$ cat config.mk
export PLATFORM = sky130hd
export DESIGN_NAME = cluster_count_monitor_flat
export DESIGN_NICKNAME = d
export VERILOG_FILES = /design/src/rtl/cluster_count_monitor_if.sv /design/src/rtl/cluster_count_monitor.sv /design/src/flat_wrapper.sv
export SDC_FILE = /design/constraint.sdc
export NUM_CORES = 1
export LEC_CHECK = 0
export CORE_ASPECT_RATIO = 0.75
export CORE_MARGIN = 8
export CORE_UTILIZATION = 40
export DETAILED_ROUTE_END_ITERATION = 10
export MAX_ROUTING_LAYER = met4
export PLACE_DENSITY = 0.69
export SLEW_MARGIN = 30
export SYNTH_ARGS = -nofsm -noshare
export SYNTH_HDL_FRONTEND = slang
export SYNTH_SLANG_ARGS = --single-unit
$ cat constraint.sdc
create_clock -name clock -period 6.1 [get_ports clock]
set_input_delay 1.525 -clock clock [delete_from_list [all_inputs] [get_ports clock]]
set_output_delay 1.525 -clock clock [all_outputs]
set_load 0.03 [all_outputs]
$ cat src/rtl/cluster_count_monitor_if.sv
// Sample and slow-control bus of the cluster count monitor.
// master drives the per-BX samples and controls; slave is the monitor itself.
interface cluster_count_monitor_if #(
  parameter int SUM_WIDTH = 24,
  parameter int OVF_WIDTH = 16
);
  logic                 en_i;
  logic                 clear_i;
  logic                 valid_i;
  logic [10:0]          cnt_i;
  logic                 overflow_i;
  logic [SUM_WIDTH-1:0] sum_o;
  logic [OVF_WIDTH-1:0] ovf_cnt_o;
  logic                 sat_o;
  logic                 window_done_o;
  logic [10:0]          peak_o;
  logic                 state_o;

  // valid_i qualifies cnt_i/overflow_i for one cycle; there is no ready, the
  // monitor accepts every sample. window_done_o marks the cycle the outputs change.
  modport master (
    output en_i, clear_i, valid_i, cnt_i, overflow_i,
    input  sum_o, ovf_cnt_o, sat_o, window_done_o, peak_o, state_o
  );
  modport slave (
    input  en_i, clear_i, valid_i, cnt_i, overflow_i,
    output sum_o, ovf_cnt_o, sat_o, window_done_o, peak_o, state_o
  );
endinterface

$ cat src/rtl/cluster_count_monitor.sv
// Accumulates per-BX cluster counts and overflow BXs over WINDOW samples and publishes totals.
// Optional peak tracking is enabled by defining CLUSTER_COUNT_MONITOR_PEAK_EN.
module cluster_count_monitor #(
  parameter int WINDOW    = 3564,
  parameter int SUM_WIDTH = 24,
  parameter int OVF_WIDTH = 16
) (
  input  logic                    clock,
  input  logic                    reset,
  cluster_count_monitor_if.slave  bus
);
  localparam int BXW = (WINDOW > 2) ? $clog2(WINDOW) : 1;
  localparam logic [BXW-1:0] BX_LAST = BXW'(WINDOW - 1);

  typedef enum logic {IDLE = 1'b0, ACCUM = 1'b1} state_t;

  state_t state, state_next;

  logic [SUM_WIDTH-1:0] acc_sum, sum_q, sum_sat;
  logic [OVF_WIDTH-1:0] acc_ovf, ovf_q, ovf_sat;
  logic [SUM_WIDTH:0]   sum_wide;
  logic [OVF_WIDTH:0]   ovf_wide;
  logic [BXW-1:0]       bx;
  logic                 sat_q, sat_out_q, done_q, sat_next;
  logic                 take, win_end;

  // One extra carry bit; a carry or an all-ones result counts as saturation.
  always_comb begin
    sum_wide = {1'b0, acc_sum} + (SUM_WIDTH + 1)'(bus.cnt_i);
    ovf_wide = {1'b0, acc_ovf} + (OVF_WIDTH + 1)'(bus.overflow_i);
    sum_sat  = sum_wide[SUM_WIDTH] ? '1 : sum_wide[SUM_WIDTH-1:0];
    ovf_sat  = ovf_wide[OVF_WIDTH] ? '1 : ovf_wide[OVF_WIDTH-1:0];
    sat_next = sat_q | (&sum_sat) | (&ovf_sat);
    take     = (state == ACCUM) && bus.valid_i;
    win_end  = take && (bx == BX_LAST);
  end

  always_comb begin
    state_next = state;
    case (state)
      IDLE:    if (bus.en_i)  state_next = ACCUM;
      ACCUM:   if (!bus.en_i) state_next = IDLE;
      default: state_next = IDLE;
    endcase
  end

  always_ff @(posedge clock or posedge reset) begin
    if (reset) state <= IDLE;
    else       state <= state_next;
  end

  always_ff @(posedge clock or posedge reset) begin
    if (reset) begin
      acc_sum <= '0; acc_ovf <= '0; bx <= '0; sat_q <= 1'b0;
      sum_q <= '0; ovf_q <= '0; sat_out_q <= 1'b0; done_q <= 1'b0;
    end else if (bus.clear_i) begin
      acc_sum <= '0; acc_ovf <= '0; bx <= '0; sat_q <= 1'b0;
      sum_q <= '0; ovf_q <= '0; sat_out_q <= 1'b0; done_q <= 1'b0;
    end else begin
      done_q <= 1'b0;
      if (win_end) begin
        sum_q     <= sum_sat;
        ovf_q     <= ovf_sat;
        sat_out_q <= sat_next;
        done_q    <= 1'b1;
      end
      // Idle, leaving ACCUM or closing a window all start the next window from zero.
      if (state != ACCUM || !bus.en_i || win_end) begin
        acc_sum <= '0; acc_ovf <= '0; bx <= '0; sat_q <= 1'b0;
      end else if (take) begin
        acc_sum <= sum_sat;
        acc_ovf <= ovf_sat;
        bx      <= bx + BXW'(1);
        sat_q   <= sat_next;
      end
    end
  end

`ifdef CLUSTER_COUNT_MONITOR_PEAK_EN
  logic [10:0] peak_acc, peak_out_q, peak_next;

  always_comb peak_next = (bus.cnt_i > peak_acc) ? bus.cnt_i : peak_acc;

  always_ff @(posedge clock or posedge reset) begin
    if (reset) begin
      peak_acc <= '0; peak_out_q <= '0;
    end else if (bus.clear_i) begin
      peak_acc <= '0; peak_out_q <= '0;
    end else begin
      if (win_end) peak_out_q <= peak_next;
      if (state != ACCUM || !bus.en_i || win_end) peak_acc <= '0;
      else if (take)                              peak_acc <= peak_next;
    end
  end

  assign bus.peak_o = peak_out_q;
`else
  assign bus.peak_o = '0;
`endif

  assign bus.sum_o         = sum_q;
  assign bus.ovf_cnt_o     = ovf_q;
  assign bus.sat_o         = sat_out_q;
  assign bus.window_done_o = done_q;
  assign bus.state_o       = state;
endmodule

$ cat src/flat_wrapper.sv
// flat-port wrapper written by rule: the top's interface ports become plain ports
module cluster_count_monitor_flat 
#(
  parameter int WINDOW    = 3564,
  parameter int SUM_WIDTH = 24,
  parameter int OVF_WIDTH = 16
)
  (clock, reset, bus_en_i, bus_clear_i, bus_valid_i, bus_cnt_i, bus_overflow_i, bus_sum_o, bus_ovf_cnt_o, bus_sat_o, bus_window_done_o, bus_peak_o, bus_state_o);
  cluster_count_monitor_if #(.SUM_WIDTH(SUM_WIDTH), .OVF_WIDTH(OVF_WIDTH)) bus_i ();
  input  logic clock;
  input  logic reset;
  input wire logic [$bits(bus_i.en_i)-1:0] bus_en_i;
  input wire logic [$bits(bus_i.clear_i)-1:0] bus_clear_i;
  input wire logic [$bits(bus_i.valid_i)-1:0] bus_valid_i;
  input wire logic [$bits(bus_i.cnt_i)-1:0] bus_cnt_i;
  input wire logic [$bits(bus_i.overflow_i)-1:0] bus_overflow_i;
  output wire logic [$bits(bus_i.sum_o)-1:0] bus_sum_o;
  output wire logic [$bits(bus_i.ovf_cnt_o)-1:0] bus_ovf_cnt_o;
  output wire logic [$bits(bus_i.sat_o)-1:0] bus_sat_o;
  output wire logic [$bits(bus_i.window_done_o)-1:0] bus_window_done_o;
  output wire logic [$bits(bus_i.peak_o)-1:0] bus_peak_o;
  output wire logic [$bits(bus_i.state_o)-1:0] bus_state_o;
  assign bus_i.en_i = bus_en_i;
  assign bus_i.clear_i = bus_clear_i;
  assign bus_i.valid_i = bus_valid_i;
  assign bus_i.cnt_i = bus_cnt_i;
  assign bus_i.overflow_i = bus_overflow_i;
  assign bus_sum_o = bus_i.sum_o;
  assign bus_ovf_cnt_o = bus_i.ovf_cnt_o;
  assign bus_sat_o = bus_i.sat_o;
  assign bus_window_done_o = bus_i.window_done_o;
  assign bus_peak_o = bus_i.peak_o;
  assign bus_state_o = bus_i.state_o;
  cluster_count_monitor #(.WINDOW(WINDOW), .SUM_WIDTH(SUM_WIDTH), .OVF_WIDTH(OVF_WIDTH)) u_core (.clock(clock), .reset(reset), .bus(bus_i));
endmodule
==> qor.csv, run 1 <==
metric,value,unit
status,"complete, no violations",
share of layout cells above drive strength 1,7.99,%
Port Buffers,59,
Worst setup EP type,flop,
Leak,2.66,nW
grt ovf,0,
worst hold path startpoint,u_core.bus.sum_o[12],
clk root buf,clkbuf_16,
initial antenna violation count,0,
DRT Wirelength,14000,um
yosys warns,0,
Int Pwr,1.05,mW
Sw Pwr,331,uW
"Top FF cell, synth",dfrtp_1,
PnR Total Power,1.38,mW
minimum clock period,4430,ps
Die Y,117,um
crit-path max cell delay,480,ps
die footprint,17700,um2
Worst slew margin,46.4,%
"Data arrival, critical path",4690,ps
worst hold-check path type,flop to flop,
fin nets,665,
WP buf/inv,2,
Antenna Cells,0,
Max-cap violations,0,
vias in the first global route,4316,
final non-filler cell area,6440,um2
register area share after synthesis,44.0,%
cts hold-fix bufs,0,
Worst-path clk slew,70,ps
Flop pwr share,46.7,%
CTS max path bufs,2,
"EDFF count, synth",0,
CTS H-Tree Depth,3,
Fmax achieved,226,MHz
Layout area overhead,17.8,%
synth unique cells,65,
Clock Sinks,96,
Worst Path Required,6350,ps
GRT Overall Usage,16.6,%
fill count,1271,
clock group share of total power,45.2,%
setup TNS,0,ps
initial core utilization,40.4,%
Mapped Cells,592,
fin. max-slew vios,0,
Mapped Area,5460,um2
Via density,5.59,
post-synth top area share,44.0,%
Seq cells post-synth,96,
Crit path top cell by count,ha_1,
CTS Buf Count,9,
Pwr Density,214,nW/um2
DRC viols,0,
Util after Layout,47.6,%
RSZ-0062 raised after global routing,no,
Slew @ Worst Pin,805,ps
crit path from,bus_overflow_i,
Synth top cells by count,"nor2_1 (115), dfrtp_1 (96), a211oi_1 (52)",
sw frac,24.0,%
cell with the most instances after synthesis,nor2_1,
# setup viols final,0,
syn_area_per_cell,9.23,um2
Setup CP Type,primary input to flop,
Synth area leaders,"dfrtp_1 (44%), nor2_1 (7.9%), a211oi_1 (7.1%)",
std cell rows,37,
Post-DP Area,6100,um2
CP Launch Type,primary input,
Min Hold Slack,528,ps
VDD IR max,144,uV
1st-pass router iterations,4,
total number of vias,4545,
postcts setup bufs,0,
CTS resizes,0,
r2r startpoint,u_core.acc_sum[8],
Final period util,72.6,%
largest net degree at the start of global routing,73,
worst path cell trace,clkdlybuf4s50_1 > ha_1 > ha_1 > and3_1 > nand3_1 > nor4_1 > buf_4 > a31oi_1 > nor3b_1 > a41o_2 > a41o_1 > mux2i_1 > nor3_1,
die width,151,um
Top Ports,71,
critical path peak fanout,9,
biggest area consumer among synthesized cells,dfrtp_1,
Worst path slowest cell,clkdlybuf4s50_1,
clk_skew,9.11,ps
routability cong.,0.881,
first-pass GRT wire length,22700,um
ys async rst share,100,%
Skew-Pair Late Insertion Delay,340,ps
Final Hold Viols,0,
power share of the combinational group,8.1,%
CP top delay family,simple AND/OR/NAND/NOR gates,
post-DR wirelength/cell,17.2,um
CTS tree,built,
core area,13500,um2
Antenna Nets Post-Route,0,
Iteration-0 DRC Markers,336,
post-DP HPWL,9770,um
state kept, by name (all words and copies together) (netlist names):
register                  cells
u_core.bus.sum_o             24
u_core.bx                    12
u_core.acc_sum               24
u_core.acc_ovf               16
u_core.bus.state_o            1
u_core.bus.window_done_o      1
u_core.sat_q                  1
u_core.bus.ovf_cnt_o         16
u_core.bus.sat_o              1
final cells by class:
class	instances	area (um2)	share of cell area, %
Inverter	6	25.0	0.389
Sequential cell	96	2400	37.3
Clock buffer	11	243	3.77
Tap cell	175	219	3.40
Clock inverter	5	88.8	1.38
Timing Repair Buffer	65	631	9.80
Multi-Input combinational cell	455	2830	43.9
placed cells by master (no fill, tap or decap), types with 3 or more instances in the layout:
cell type        instances
and3_1                  11
o21a_1                   3
conb_1                  11
and4_1                   3
inv_1                    5
nor2_1                 115
a31oi_1                  4
dfrtp_1                 96
a21oi_1                 26
xnor2_1                 17
buf_4                    6
nand2_1                 45
clkbuf_16                9
nor4_1                   3
xor2_1                  20
nand3_1                 23
clkdlybuf4s50_1         58
and2_1                   3
and2_2                   3
nor3_1                  17
a211oi_1                52
a311oi_1                10
or2_2                    4
o21ai_0                  7
mux2i_1                 10
nand4_1                  8
ha_1                    14
path summary, 6_finish.rpt:
path | end | slack [ps] | cells after the start
setup / recovery | u_core.bus.sat_o | 1670 | 13
hold / removal | u_core.bus.sum_o[12] | 530 | 2
setup reg to reg | u_core.bus.sat_o | 2960 | 10
hold reg to reg | u_core.bus.sum_o[12] | 530 | 2
max in group asynchronous | u_core.acc_sum[11] | 3430 | 3
min in group asynchronous | u_core.bus.sum_o[0] | 1630 | 2
stage by stage:
step,worst slack (ps),instances
final,1670,813
after global placement,1430,797
after floorplan,2070,602
after global routing,1510,813
after detailed placement,1360,797
after CTS,1720,813
layer usage:
layer  global-route usage (%)  share of wire (%)  up-vias
met2                     22.3                 41      142
met3                     2.84                6.1       17
met1                     24.7                 52     2202
li1                         -                  -     2184
met5                        -                  0        -
met4                     4.80                1.1        0
tightest hold or removal path, stage by stage (launching register included):
cell and delay [ps]:
dfrtp_1 380, nand2_1 60, a21oi_1 50
kinds of logic after synthesis:
| family | after synthesis | share of synthesized area (%) |
|---|---|---|
| DFF | 96 | 44.0 |
| AOI/OAI and AO/OA | 121 | 16.3 |
| other | 1 | 0.0686 |
| buffers and inverters | 51 | 4.99 |
| xor gates and xnor gates | 37 | 5.93 |
| and+or+nand+nor | 258 | 22.7 |
| adders and majority gates | 15 | 3.57 |
| muxes | 13 | 2.52 |
power by group through the flow:
stage | sequential (mW) | combinational (mW) | clock, mW
2_1_floorplan | 0.656 | 0.0834 | 0
3_3_place_gp | 0.656 | 0.109 | 0
3_5_place_dp | 0.657 | 0.110 | 0
4_1_cts | 0.644 | 0.111 | 0.638
5_1_grt | 0.645 | 0.123 | 0.660
6_report | 0.645 | 0.111 | 0.624
No activity file was read; power rests on OpenSTA's default activity.
==> inputs of run 2 (changes only) <==
Clock period 6.1 ns to 4.43 ns, I/O delays scaled along.
==> run 2 against run 1 <==
  * Critical path depth down 1
  * Largest power group is now the clock network
  * First-iteration DRC count up 13%
  * Clock power grew 52%
  * Worst hold slack better by 3.2 ps
==> qor.csv, run 2 (synthesis results as in run 1) <==
metric,value,unit
Met3 Wirelength,917,um
fill count,1274,
share of layout cells above drive strength 1,8.28,%
Iteration-0 DRC Markers,380,
die footprint,17700,um2
fin nets,668,
"Data arrival, critical path",4140,ps
Worst path slowest cell,clkdlybuf4s50_1,
core area,13500,um2
cts hold-fix bufs,0,
Top Ports,71,
Final period util,87.2,%
vias in the first global route,4469,
Layout area overhead,18.7,%
die width,151,um
Worst slew margin,60.2,%
largest net degree at the start of global routing,57,
minimum clock period,3870,ps
setup TNS,0,ps
CTS H-Tree Depth,3,
Port Buffers,59,
status,"complete, no violations",
DRT Wirelength,14000,um
final non-filler cell area,6480,um2
GRT Overall Usage,17.0,%
postcts setup bufs,0,
Fmax achieved,259,MHz
VDD IR max,216,uV
post-DR wirelength/cell,17.2,um
fin. max-slew vios,0,
first-pass GRT wire length,23300,um
CTS Buf Count,9,
"commonest non-fill, non-tap cell in the layout",nor2_1,
PnR Total Power,1.99,mW
crit path from,bus_cnt_i[0],
# setup viols final,0,
CTS tree,built,
Setup CP Type,primary input to flop,
CTS resizes,0,
initial core utilization,40.4,%
1st-pass router iterations,5,
grt ovf,0,
initial antenna violation count,0,
Antenna Cells,0,
total number of vias,4536,
R2R cell count,11,
worst path cell trace,clkdlybuf4s50_1 > ha_1 > fa_1 > a21o_1 > a221oi_2 > o21ai_0 > xor2_1 > and4_1 > nand3_1 > nor4_1 > a211oi_1 > nor3b_2,
R2R Path End,u_core.sat_q,
Worst-path clk slew,70,ps
CP Launch Type,primary input,
DRC viols,0,
std cell rows,37,
Slew @ Worst Pin,597,ps
Pwr Density,307,nW/um2
RSZ-0062 raised after global routing,no,
Clock Sinks,96,
Worst setup EP type,flop,
clk root buf,clkbuf_16,
post-DP HPWL,9910,um
r2r startpoint,u_core.acc_sum[0],
Max-cap violations,0,
CTS max path bufs,2,
Skew-Pair Late Insertion Delay,350,ps
CP endpoint,u_core.sat_q,
DR WL met2,5730,um
most frequent cells in the layout,"nor2_1 (115), dfrtp_1 (96), clkdlybuf4s50_1 (58), a211oi_1 (52), nand2_1 (45)",
crit-path max cell delay,430,ps
Highest Signal Layer,met4,
M1 wire length,7190,um
Leak,2.68,nW
clk_skew,8.73,ps
Antenna Nets Post-Route,0,
critical path peak fanout,3,
worst hold-check path type,flop to flop,
Post-DP Area,6130,um2
r2r setup slk,1400,ps
Via density,5.57,
Die Y,117,um
Worst Path Required,4700,ps
Final Hold Viols,0,
routability cong.,0.922,
run 2: cell types whose count changed in the layout (fill, tap and decap cells not counted), sizes merged:
cell,delta
buf,+3
bufinv,+2
clkbuf,-1
clkinv,-1
inv,-1
run 2: how the worst min path moves through the flow:
stage                     slack (ps)                     start                  endpoint  depth (start not counted)
final                            530      u_core.bus.sum_o[20]      u_core.bus.sum_o[20]                          2
after CTS                        530      u_core.bus.sum_o[20]      u_core.bus.sum_o[20]                          2
after floorplan                  500             u_core.bx[10]             u_core.bx[10]                          2
after global placement           520  u_core.bus.ovf_cnt_o[15]  u_core.bus.ovf_cnt_o[15]                          2
after detailed placement         520      u_core.bus.sum_o[16]      u_core.bus.sum_o[16]                          2
after global routing             540      u_core.bus.sum_o[20]      u_core.bus.sum_o[20]                          2
run 2: per-layer routing:
layer | track usage, % | vias up
li1 | - | 2190
met1 | 24.4 | 2206
met2 | 23.6 | 128
met3 | 4.15 | 12
met4 | 3.81 | 0
met5 | - | -
run 2: through the flow:
step                hold slack, ps  setup slack [ps]  utilization [%]  std cells
floorplan                      498               817                -        602
global placement               516               275             45.3        800
detailed placement             517               284             45.3        800
CTS                            534               597             48.0        815
global route                   544               371             48.0        815
finish                         532               565             48.0        815
run 2: final cells by class:
class                   instances  area, um2  share of cell area, %
well taps                     175        219                   3.38
clock inverters                 5        129                   1.99
multi-input cells             455       2830                   43.6
clock buffers                  10        229                   3.53
inverters                       6       23.8                  0.367
flip-flops and latches         96       2400                   37.0
repair buffers                 68        653                   10.1
run 2: power by group:
| group | total, mW | internal [mW] | leakage (nW) | switching [mW] |
|---|---|---|---|---|
| combinational | 0.155 | 0.0469 | 1.17 | 0.108 |
| clock | 0.951 | 0.608 | 0.173 | 0.343 |
| sequential | 0.888 | 0.882 | 1.34 | 0.00588 |
run 2: worst max-delay path: cells and delay by family:
kind,cells,cell delay (ps)
AO/OA/AOI/OAI,4,880
AND/OR/NAND/NOR,4,790
buffers and inverters,1,430
adder cells (fa/ha/maj),2,680
XOR/XNOR,1,240
